**config.mk**
```make
export PLATFORM = sky130hd
export DESIGN_NAME = ahb3lite_interconnect_master_port
export DESIGN_NICKNAME = d
export VERILOG_FILES = /design/src/rtl/ahb3lite_interconnect_master_port.sv
export SDC_FILE = /design/constraint.sdc
export NUM_CORES = 1
export LEC_CHECK = 0
export BUFFER_PORTS_ARGS = -buffer_cell sky130_fd_sc_hd__buf_2
export CORE_AREA = 2 2 396 398
export CTS_CLUSTER_SIZE = 8
export DETAILED_ROUTE_END_ITERATION = 8
export DIE_AREA = 0 0 398 400
export GPL_ROUTABILITY_DRIVEN = 0
export PLACE_DENSITY = 0.31
export SLEW_MARGIN = 20
export SYNTH_ARGS = -nofsm -noshare
export SYNTH_HDL_FRONTEND = slang
export SYNTH_SLANG_ARGS = --single-unit
export TNS_END_PERCENT = 30
```
**constraint.sdc**
```tcl
create_clock -name i_HCLK -period 7.75 [get_ports i_HCLK]
set_input_delay 1.55 -clock i_HCLK [delete_from_list [all_inputs] [get_ports i_HCLK]]
set_output_delay 1.55 -clock i_HCLK [all_outputs]
set_load 0.02 [all_outputs]
```
**src/rtl/ahb3lite_interconnect_master_port.sv**
```systemverilog
// Master-facing port of an AHB3-Lite multi-layer switch: decodes, buffers ungranted address phases, steers the data phase.
// Granted path adds no latency; an ungranted transfer holds HREADYOUT low from capture until the slave port accepts it.
module ahb3lite_interconnect_master_port #(
    parameter int HADDR_SIZE = 32,
    parameter int HDATA_SIZE = 32,
    parameter int SLAVES     = 8
) (
    input  logic                           i_HCLK,
    input  logic                           i_HRESET,
    input  logic [SLAVES*HADDR_SIZE-1:0]   i_slvHADDRbase,
    input  logic [SLAVES*HADDR_SIZE-1:0]   i_slvHADDRmask,
    input  logic                           i_HSEL,
    input  logic [HADDR_SIZE-1:0]          i_HADDR,
    input  logic [HDATA_SIZE-1:0]          i_HWDATA,
    input  logic                           i_HWRITE,
    input  logic [2:0]                     i_HSIZE,
    input  logic [2:0]                     i_HBURST,
    input  logic [3:0]                     i_HPROT,
    input  logic [1:0]                     i_HTRANS,
    input  logic                           i_HMASTLOCK,
    input  logic                           i_HREADY,
    output logic [HDATA_SIZE-1:0]          o_HRDATA,
    output logic                           o_HREADYOUT,
    output logic                           o_HRESP,
    output logic [SLAVES-1:0]              o_slvHSEL,
    output logic [HADDR_SIZE-1:0]          o_slvHADDR,
    output logic [HDATA_SIZE-1:0]          o_slvHWDATA,
    output logic                           o_slvHWRITE,
    output logic [2:0]                     o_slvHSIZE,
    output logic [2:0]                     o_slvHBURST,
    output logic [3:0]                     o_slvHPROT,
    output logic [1:0]                     o_slvHTRANS,
    output logic                           o_slvHMASTLOCK,
    output logic                           o_slvHREADY,
    input  logic [SLAVES*HDATA_SIZE-1:0]   i_slvHRDATA,
    input  logic [SLAVES-1:0]              i_slvHREADYOUT,
    input  logic [SLAVES-1:0]              i_slvHRESP,
    output logic [SLAVES-1:0]              o_can_switch,
    input  logic [SLAVES-1:0]              i_granted
);
    localparam int SW = (SLAVES > 1) ? $clog2(SLAVES) : 1;

    typedef enum logic [2:0] {ST_IDLE, ST_DATA, ST_PEND, ST_ERR1, ST_ERR2} state_t;

    state_t                r_state;
    logic [SW-1:0]         r_dsel;
    logic [SW-1:0]         r_asel;
    logic [HADDR_SIZE-1:0] r_haddr;
    logic                  r_hwrite;
    logic [2:0]            r_hsize;
    logic [2:0]            r_hburst;
    logic [3:0]            r_hprot;
    logic [1:0]            r_htrans;
    logic                  r_hmastlock;

    logic                  w_hit;
    logic [SW-1:0]         w_idx;
    logic                  w_active;
    logic                  w_d_ready;
    logic                  w_take;
    logic                  w_pend;

    // Descending scan so the lowest matching index is the one left standing.
    always_comb begin
        w_hit = 1'b0;
        w_idx = '0;
        for (int s = SLAVES - 1; s >= 0; s--) begin
            if (((i_HADDR ^ i_slvHADDRbase[s*HADDR_SIZE +: HADDR_SIZE]) &
                 i_slvHADDRmask[s*HADDR_SIZE +: HADDR_SIZE]) == '0) begin
                w_hit = 1'b1;
                w_idx = SW'(s);
            end
        end
        w_hit = w_hit & i_HSEL;
    end

    assign w_active  = i_HSEL & i_HREADY & i_HTRANS[1];
    assign w_d_ready = i_slvHREADYOUT[r_dsel];
    assign w_pend    = (r_state == ST_PEND);
    assign w_take    = w_active & ((r_state == ST_IDLE) | (r_state == ST_ERR2) |
                                   ((r_state == ST_DATA) & w_d_ready));

    always_ff @(posedge i_HCLK) begin
        if (i_HRESET) begin
            r_state     <= ST_IDLE;
            r_dsel      <= '0;
            r_asel      <= '0;
            r_haddr     <= '0;
            r_hwrite    <= 1'b0;
            r_hsize     <= '0;
            r_hburst    <= '0;
            r_hprot     <= '0;
            r_htrans    <= '0;
            r_hmastlock <= 1'b0;
        end else begin
            case (r_state)
                ST_PEND: begin
                    if (i_granted[r_asel] && i_slvHREADYOUT[r_asel]) begin
                        r_state <= ST_DATA;
                        r_dsel  <= r_asel;
                    end
                end
                ST_ERR1: r_state <= ST_ERR2;
                default: begin
                    if (w_take) begin
                        if (w_hit && i_granted[w_idx]) begin
                            r_state <= ST_DATA;
                            r_dsel  <= w_idx;
                        end else if (w_hit) begin
                            r_state     <= ST_PEND;
                            r_asel      <= w_idx;
                            r_haddr     <= i_HADDR;
                            r_hwrite    <= i_HWRITE;
                            r_hsize     <= i_HSIZE;
                            r_hburst    <= i_HBURST;
                            r_hprot     <= i_HPROT;
                            r_htrans    <= i_HTRANS;
                            r_hmastlock <= i_HMASTLOCK;
                        end else begin
                            r_state <= ST_ERR1;
                        end
                    end else if (r_state != ST_DATA || w_d_ready) begin
                        r_state <= ST_IDLE;
                    end
                end
            endcase
        end
    end

    assign o_slvHSEL      = w_pend ? (SLAVES'(1) << r_asel) :
                            (w_hit ? (SLAVES'(1) << w_idx) : '0);
    assign o_slvHADDR     = w_pend ? r_haddr     : i_HADDR;
    assign o_slvHWRITE    = w_pend ? r_hwrite    : i_HWRITE;
    assign o_slvHSIZE     = w_pend ? r_hsize     : i_HSIZE;
    assign o_slvHBURST    = w_pend ? r_hburst    : i_HBURST;
    assign o_slvHPROT     = w_pend ? r_hprot     : i_HPROT;
    assign o_slvHMASTLOCK = w_pend ? r_hmastlock : i_HMASTLOCK;
    // The slave port never saw the preceding beat, so a replayed SEQ must open as NONSEQ.
    assign o_slvHTRANS    = w_pend ? ((r_htrans == 2'b11) ? 2'b10 : r_htrans) : i_HTRANS;
    assign o_slvHREADY    = w_pend ? i_granted[r_asel] : i_HREADY;
    assign o_slvHWDATA    = i_HWDATA;

    always_comb begin
        o_HRDATA    = '0;
        o_HREADYOUT = 1'b1;
        o_HRESP     = 1'b0;
        case (r_state)
            ST_DATA: begin
                o_HRDATA    = i_slvHRDATA[r_dsel*HDATA_SIZE +: HDATA_SIZE];
                o_HREADYOUT = w_d_ready;
                o_HRESP     = i_slvHRESP[r_dsel];
            end
            ST_PEND: o_HREADYOUT = 1'b0;
            ST_ERR1: begin
                o_HREADYOUT = 1'b0;
                o_HRESP     = 1'b1;
            end
            ST_ERR2: o_HRESP = 1'b1;
            default: ;
        endcase
    end

    always_comb begin
        o_can_switch = '1;
        for (int s = 0; s < SLAVES; s++) begin
            if ((w_hit && w_idx == SW'(s) && (i_HTRANS[0] || i_HMASTLOCK)) ||
                (w_pend && r_asel == SW'(s)) ||
                (r_state == ST_DATA && r_dsel == SW'(s) && !i_slvHREADYOUT[s]))
                o_can_switch[s] = 1'b0;
        end
    end
endmodule

```
==> results of run 1 <==
kinds of logic after synthesis:
group,after synthesis
buffers and inverters,125
multiplexers,157
XOR/XNOR,256
flip-flops,55
AO/OA/AOI/OAI,180
AND/OR/NAND/NOR,384
final cells by class:
class	count	area [µm²]
Sequential cell	55	1110
Multi-Input combinational cell	977	8020
Clock buffer	5	125
Antenna cell	49	123
Timing Repair Buffer	963	4900
Clock inverter	3	50.0
Inverter	5	18.8
Tap cell	2058	2570
Fill cell	18331	138000
cell usage in the layout (no fill, tap or decap), types with 3 or more instances in the layout:
cell,instances
buf_2,937
xor2_1,256
nand2_1,151
a22oi_1,128
nand2b_1,99
mux2i_1,82
mux4_2,72
dfxtp_1,52
nor2_1,50
diode_2,49
nand4_1,33
buf_4,25
o21ai_0,12
a21oi_1,10
nor4_1,10
nand3_1,6
nor3_1,6
or4_1,5
inv_1,5
clkbuf_16,5
nor2b_1,4
o41ai_1,4
o31ai_1,3
per-stage QoR:
| stage | std cells | hold WS [ns] | setup slack [ns] |
|---|---|---|---|
| 3_3_place_gp | 4058 | 0.461 | 0.457 |
| 5_1_grt | 4101 | 0.495 | 0.334 |
| 4_1_cts | 4066 | 0.483 | 0.369 |
| 6_report | 4115 | 0.478 | 0.676 |
| 3_5_place_dp | 4058 | 0.463 | 0.369 |
| 2_1_floorplan | 1157 | 0.449 | 2.24 |
registers in the layout, summed over array words and instances (netlist names):
register     count
r_haddr         32
r_dsel           3
r_hmastlock      1
r_hburst         3
r_hsize          3
r_hwrite         1
r_htrans         2
r_hprot          4
r_asel           3
r_state          3
layer usage:
layer  up-vias  global-route usage [%]  share of wire (%)
met5         -                       0               0.78
met4       158                    5.89                3.7
met3       353                    6.87                 11
met2       912                    27.6                 52
met1      6445                    14.8                 33
li1       5907                       -                  -
power by group through the flow:
stage                     clock, mW  sequential (mW)  combinational [mW]
after floorplan                   0            0.291               0.367
after global placement            0            0.296               0.864
after detailed placement          0            0.296               0.864
after CTS                     0.345            0.289               0.867
after global routing          0.342            0.290               0.895
final                         0.316            0.289               0.837
worst max-delay path, delay by kind of cell:
family                    cells  cell delay (ns)
xor gates and xnor gates      1             0.28
buffers and inverters         3             0.77
and+or+nand+nor               5             1.85
AOI/OAI and AO/OA             2             1.04
worst max-delay path by stage:
stage / start / endpoint / slack (ns) / depth (start not counted)
5_1_grt: i_HADDR[30] / o_can_switch[7] / 0.33 / 11
3_5_place_dp: i_HADDR[30] / o_can_switch[7] / 0.37 / 11
3_3_place_gp: i_HADDR[30] / o_can_switch[7] / 0.46 / 11
2_1_floorplan: i_HADDR[22] / o_can_switch[0] / 2.24 / 9
4_1_cts: i_HADDR[30] / o_can_switch[7] / 0.37 / 11
6_report: i_HADDR[30] / o_can_switch[7] / 0.68 / 11
==> metrics.md, run 1 <==
| Metric | Value |
|---|---|
| Synth Warn # | 0 |
| Asr flop ratio synth | 0% |
| Vias/cell | 3.35 |
| Post-layout util | 10.9% |
| P&R area growth vs syn | 72.0% |
| Global-route wire length before repair | 153000 µm |
| Initial Utilization | 6.34% |
| Max Buffers Root-to-Sink | 2 |
| Final hold violations | 0 |
| Share of power burned in registers | 20.0% |
| Lkg Pwr | 7.29 nW |
| Pwr Total | 1.44 mW |
| RSZ-0062 raised after global routing | no |
| Slowest stage cell, crit path | nor4_1 |
| Total CTS buffers | 5 |
| Die X | 398 µm |
| Top cell type's share of synthesized area | 22.8% |
| CP Max Fanout | 7 |
| Final setup fails | 0 |
| Max VDD drop | 0.0000788 V |
| Floorplan core area | 155000 µm² |
| Clk_skew | 0.0135 ns |
| Top cells by count, synth | xor2_1, nand2_1, a22oi_1 |
| Nets | 2881 |
| Share of cells above drive strength 1 | 52.8% |
| Post-synth EDFFs | 0 |
| Post-synthesis mux area share | 25.2% |
| Reg2Reg Launch Point | r_dsel[0]$_SDFFE_PP0P_ |
| Antenna-violating nets left | 0 |
| CTS H-tree depth | 2 |
| Ranking of synthesized cells by area | xor2_1, mux4_2, dfxtp_1 |
| Int Power | 783 µW |
| Final wirelength | 128000 µm |
| Initial antenna violation count | 209 |
| Fin crit period | 7.07 ns |
| Cell area after layout | 16900 µm² |
| # clock sinks | 55 |
| DR WL/cell | 31.0 µm |
| Main combinational cell family by area after synthesis | multiplexers |
| # IOs | 1003 |
| Die Height | 400 µm |
| CP Cell Sequence | buf_2, xor2_1, a22oi_1, nand4_1, nor4_1, nor2_1, nand2_1, nor4_1, buf_4, a21oi_1, buf_2 |
| Hold path endpoint | r_hprot[2]$_SDFFE_PP0P_ |
| Worst Max-Slew Pin Slew | 1.08 ns |
| Crit Path Category | in2out |
| CP max stage delay | 0.78 ns |
| Port bufs | 938 |
| Average size of a mapped cell | 8.50 µm² |
| Critical Path Start Type | input port |
| Max-Cap Viols | 0 |
| Dominant cell by count in the synthesized netlist | xor2_1 |
| Largest net degree at the start of global routing | 54 |
| Total die area | 159000 µm² |
| Hold path depth | 2 |
| R2R Path End | r_haddr[22]$_SDFFE_PP0P_ |
| Final setup TNS | 0 ns |
| Post-CTS Setup Bufs | 0 |
| Drt drc | 0 |
| Relative slew slack | 27.9% |
| Number of synthesized register bits | 55 |
| Syn Nets | 2031 |
| Synth Cell Area | 9830 µm² |
| Largest area contributor in the netlist | xor2_1 |
| Vias | 13775 |
| Net Sw Frac | 45.8% |
| Cells after Synth | 1157 |
| Simple-gate share of the synthesized area | 19.9% |
| Total GRT Usage | 15.1% |
| Row cnt | 145 |
| Clk_lat worst skew | 0.34 ns |
| Post-synthesis compound-gate area fraction | 13.5% |
| Slew Viols, Final | 0 |
| GRT Residual Overflow | 0 |
| Post-CTS Hold Fix Bufs | 0 |
| CTS resizes | 0 |
| Area post-placement | 16600 µm² |
| Vias in the first global route | 13541 |
| Pwr dens | 85.3 nW/µm² |
| Fin crit share | 91.3% |
| Combinational power share | 58.0% |
| Max Clock Freq | 141 MHz |
| Count of cell types in the netlist | 58 |
| Main synth FF type | dfxtp_1 |
| CTS clk-pin slew, worst paths | 0.10 ns |
| Reg2reg path depth | 7 |
| CTS tree | done |
| Root Driver | clkbuf_16 |
| Xor-xnor portion of the synthesized cell area | 22.8% |
| Setup crit end kind | primary output |
| HPWL Detailed | 116000 µm |
| DRT Pass-1 Iters | 5 |
| Clock share of power | 21.9% |
| Hold_sp | r_hprot[2]$_SDFFE_PP0P_ |
| Hold Path Class | reg2reg |
| Sequential area share after synthesis | 11.2% |
| Outcome | finished clean |
| Sw power | 660 µW |
| Req. time, crit path | 6.20 ns |
| Reg2Reg Setup Slack | 4.50 ns |
| DRC violation total after the first TritonRoute iteration | 904 |
| Worst EP arrival | 5.52 ns |
| Synth Area in Adders | 0% |
No activity file was read; power rests on OpenSTA's default activity.
==> run 2, diff against run 1 <==
--- a/config.mk
+++ b/config.mk
@@ -5,13 +5,15 @@
 export SDC_FILE = /design/constraint.sdc
 export NUM_CORES = 1
 export LEC_CHECK = 0
+export ABC_AREA = 1
 export BUFFER_PORTS_ARGS = -buffer_cell sky130_fd_sc_hd__buf_2
-export CORE_AREA = 2 2 396 398
+export CORE_AREA = 2 2 391 393
 export CTS_CLUSTER_SIZE = 8
 export DETAILED_ROUTE_END_ITERATION = 8
-export DIE_AREA = 0 0 398 400
+export DIE_AREA = 0 0 393 395
 export GPL_ROUTABILITY_DRIVEN = 0
-export PLACE_DENSITY = 0.31
+export PLACE_DENSITY = 0.32
+export REMOVE_ABC_BUFFERS = 1
 export SLEW_MARGIN = 20
 export SYNTH_ARGS = -nofsm -noshare
 export SYNTH_HDL_FRONTEND = slang
==> constraint.sdc (replaced) <==
create_clock -name i_HCLK -period 8.2 [get_ports i_HCLK]
set_input_delay 1.64 -clock i_HCLK [delete_from_list [all_inputs] [get_ports i_HCLK]]
set_output_delay 1.64 -clock i_HCLK [all_outputs]
set_load 0.02 [all_outputs]
==> run 2 against run 1 <==
Register-to-register slack lost 0.20 ns. Hold slack lost 0.0013 ns. Power shrank 4.3%. Flip-flop and latch count is the same. Clock skew shrank 0.0032 ns. Final area grew 1.8%. Critical endpoint is now o_can_switch[6]. Largest power group unchanged.
==> metrics.md, run 2 <==
| Metric | Value |
|---|---|
| Floorplan core area | 151000 µm² (was 155000 µm²) |
| Top cells by count, synth | nand2_1, nor2_1, nand3_1 (was xor2_1, nand2_1, a22oi_1) |
| CP max stage delay | 0.59 ns (was 0.78 ns) |
| Ranking of synthesized cells by area | nand2_1, nor2_1, dfxtp_1 (was xor2_1, mux4_2, dfxtp_1) |
| Uppermost layer routed | met5 (unchanged) |
| Cells after Synth | 2055 (was 1157) |
| Most frequent cell on the critical path | nand2_1 |
| CTS clk-pin slew, worst paths | 0.10 ns (about the same) |
| Post-CTS Hold Fix Bufs | 0 (unchanged) |
| Nets | 3748 (was 2881) |
| Count of cell types in the netlist | 40 (was 58) |
| Most common cell after layout, fill and taps aside | buf_2 (unchanged) |
| Root Driver | clkbuf_16 (unchanged) |
| Average size of a mapped cell | 5.08 µm² (was 8.50 µm²) |
| Largest reg by FF count | r_haddr (unchanged) |
| Hold path endpoint | r_htrans[1]$_SDFFE_PP0P_ (was r_hprot[2]$_SDFFE_PP0P_) |
| Post-synth EDFFs | 0 (unchanged) |
| CP Max Fanout | 10 (was 7) |
| Final hold violations | 0 (unchanged) |
| Largest area contributor in the netlist | nand2_1 (was xor2_1) |
| Number of synthesized register bits | 55 (unchanged) |
| GRT Residual Overflow | 0 (unchanged) |
| Row cnt | 143 (was 145) |
| # IOs | 1003 (unchanged) |
| Slew Viols, Final | 0 (unchanged) |
| Final setup fails | 0 (unchanged) |
| Global-route wire length before repair | 155000 µm (was 153000 µm) |
| Dominant cell by count in the synthesized netlist | nand2_1 (was xor2_1) |
| Reg2reg path depth | 14 (was 7) |
| Main synth FF type | dfxtp_1 (unchanged) |
| Largest net degree at the start of global routing | 71 (was 54) |
| Setup crit end kind | primary output (unchanged) |
| Pwr Total | 1.38 mW (was 1.44 mW) |
| Total GRT Usage | 15.2% (was 15.1%) |
| Critical Path Start Type | input port (unchanged) |
| Worst Slack Setup Final | 1.19 ns (was 0.676 ns) |
| Outcome | finished clean (unchanged) |
| Hold Path Class | reg2reg (unchanged) |
| CTS resizes | 0 (unchanged) |
| Total die area | 155000 µm² (was 159000 µm²) |
| Met2 WL | 57700 µm (was 65800 µm) |
| HPWL Detailed | 110000 µm (was 116000 µm) |
| R2R Path End | r_hprot[2]$_SDFFE_PP0P_ (was r_haddr[22]$_SDFFE_PP0P_) |
| Relative slew slack | 38.2% (was 27.9%) |
| Die Height | 395 µm (was 400 µm) |
| CP Cell Sequence | buf_2, buf_4, nand2_1, nand2_1, o21ai_0, nor2_1, nand2_1, nor2_1, nand2_1, nand2_1, nor2_1, inv_1, nand2_1, nor2_1, inv_1, nor2_1, nand2_1, nand3_1, inv_1, buf_2 (was buf_2, xor2_1, a22oi_1, nand4_1, nor4_1, nor2_1, nand2_1, nor4_1, buf_4, a21oi_1, buf_2) |
| Asr flop ratio synth | 0% (unchanged) |
| P&R area growth vs syn | 65.0% (was 72.0%) |
| Count of buffer and inverter cells on the critical path | 6 (was 3) |
| Vias | 17135 (was 13775) |
| # clock sinks | 55 (unchanged) |
| Antenna-violating nets left | 0 (unchanged) |
| Reg2Reg Setup Slack | 4.30 ns (was 4.50 ns) |
| Vias in the first global route | 16331 (was 13541) |
| DRC violation total after the first TritonRoute iteration | 917 (was 904) |
| Post-CTS Setup Bufs | 0 (unchanged) |
| Synth Cell Area | 10400 µm² (was 9830 µm²) |
| Max Clock Freq | 143 MHz |
| Die X | 393 µm (was 398 µm) |
| Pwr dens | 80.2 nW/µm² (was 85.3 nW/µm²) |
| Worst Max-Slew Pin Slew | 0.927 ns (was 1.08 ns) |
| Hold path depth | 2 (unchanged) |
| Met1 wire length | 49500 µm (was 41800 µm) |
| Area post-placement | 17000 µm² (was 16600 µm²) |
| Fin crit share | 85.5% |
| Worst EP arrival | 5.37 ns (was 5.52 ns) |
| CTS tree | done (unchanged) |
| Vias/cell | 3.48 (was 3.35) |
| DR WL/cell | 25.1 µm (was 31.0 µm) |
| Final setup TNS | 0 ns (unchanged) |
| Max VDD drop | 0.0000785 V (was 0.0000788 V) |
| Initial Utilization | 6.90% (was 6.34%) |
| Cell area after layout | 17200 µm² (was 16900 µm²) |
| Max-Cap Viols | 0 (unchanged) |
| Port bufs | 938 (unchanged) |
| Delay-heaviest family, CP | simple AND/OR/NAND/NOR gates (unchanged) |
| Req. time, crit path | 6.56 ns (was 6.20 ns) |
| Fin crit period | 7.01 ns |
| Metal3 WL | 13100 µm (was 14200 µm) |
| Clk_lat worst skew | 0.36 ns (was 0.34 ns) |
| Sequential area share after synthesis | 10.5% (was 11.2%) |
| Crit Path Category | in2out (unchanged) |
| Clk_skew | 0.0103 ns (was 0.0135 ns) |
| Lkg Pwr | 8.61 nW (was 7.29 nW) |
| Commonest cells after routing, fill and taps aside | buf_2, nand2_1, nor2_1, nand3_1, inv_1 (was buf_2, xor2_1, nand2_1, a22oi_1, nand2b_1) |
| Top cell type's share of synthesized area | 25.4% (was 22.8%) |
| CP Launch Point | i_HADDR[11] (was i_HADDR[30]) |
| Total CTS buffers | 5 (unchanged) |
| Final wirelength | 124000 µm (was 128000 µm) |
| Slowest stage cell, crit path | nor2_1 (was nor4_1) |
| Synth Warn # | 0 (unchanged) |
| Largest registers | r_haddr x32, r_hprot x4 (unchanged) |
| Max FFs per register | 32 (unchanged) |
| DRT Pass-1 Iters | 7 (was 5) |
| Max Buffers Root-to-Sink | 2 (unchanged) |
| Initial antenna violation count | 95 (was 209) |
| Share of cells above drive strength 1 | 36.0% (was 52.8%) |
| Reg2Reg Launch Point | r_dsel[1]$_SDFFE_PP0P_ (was r_dsel[0]$_SDFFE_PP0P_) |
| CTS H-tree depth | 2 (unchanged) |
| Setup Slack @ Placement | 0.870 ns (was 0.369 ns) |
| RSZ-0062 raised after global routing | no (unchanged) |
| Drt drc | 0 (unchanged) |
| Hold_sp | r_htrans[1]$_SDFFE_PP0P_ (was r_hprot[2]$_SDFFE_PP0P_) |
## run 2: cell count changes in the layout (fill, tap and decap cells not counted), moves of 26 or more
| cell | previous run | this run |
|---|---|---|
| nand2_1 | 151 | 707 |
| nor2_1 | 50 | 303 |
| xor2_1 | 256 | 9 |
| nand3_1 | 6 | 175 |
| inv_1 | 5 | 153 |
| o21ai_0 | 12 | 120 |
| nand2b_1 | 99 | 0 |
| mux2i_1 | 82 | 0 |
| mux4_2 | 72 | 0 |
| or2_1 | 1 | 49 |
| or2_2 | 1 | 42 |
| o21ai_1 | 2 | 32 |
| a31oi_1 | 1 | 27 |
## run 2: cell type report
type                            count  area, µm²
Timing Repair Buffer              957       4840
Fill cell                       18120     134000
Multi-Input combinational cell   1693       7910
Clock inverter                      2       38.8
Tap cell                         2030       2540
Inverter                          162        609
Clock buffer                        6        129
Antenna cell                       24       60.1
Sequential cell                    55       1100
## run 2: power by group
part	internal (mW)	leakage (nW)	switching, mW
clock network	0.148	0.0816	0.157
registers	0.269	0.444	0.00594
logic	0.299	8.09	0.502
## run 2: metal layers
layer,vias to the layer above,global-route usage [%]
li1,8311,-
met1,7666,17.5
met2,923,25.7
met3,175,6.64
met4,60,2.67
met5,-,3.26
## run 2: kinds of logic (layout without fill, tap and decap cells)
logic type	after synthesis	count (layout)	synth area share, %
buffers and inverters	307	1127	14.0
AO/OA/AOI/OAI	344	344	20.4
XOR/XNOR	9	9	0.755
AND/OR/NAND/NOR	1340	1340	54.3
flip-flops	55	55	10.5
other	0	24	0
## run 2: worst register-to-register path: cells and delay by family (launching register included)
family | cells | cell delay, ns
compound gates | 3 | 0.70
buf+inv | 5 | 1.61
flops | 1 | 0.52
simple gates | 6 | 1.03
## run 2: how the worst max path moves through the flow
stage                      end  slack, ns  depth (start not counted)
4_1_cts        o_can_switch[4]       0.86                         20
2_1_floorplan     o_slvHSEL[5]       0.17                          6
3_3_place_gp   o_can_switch[5]       0.75                         16
6_report       o_can_switch[6]       1.19                         20
3_5_place_dp   o_can_switch[4]       0.87                         20
5_1_grt        o_can_switch[4]       0.66                         20
## run 2: per-stage QoR
| stage | utilization (%) | hold slack, ns | cells |
|---|---|---|---|
| after global routing | 11.4 | 0.503 | 4911 |
| final | 11.4 | 0.476 | 4929 |
| after global placement | 11.2 | 0.446 | 4897 |
| after detailed placement | 11.2 | 0.456 | 4897 |
| after floorplan | - | 0.435 | 1910 |
| after CTS | 11.4 | 0.472 | 4905 |
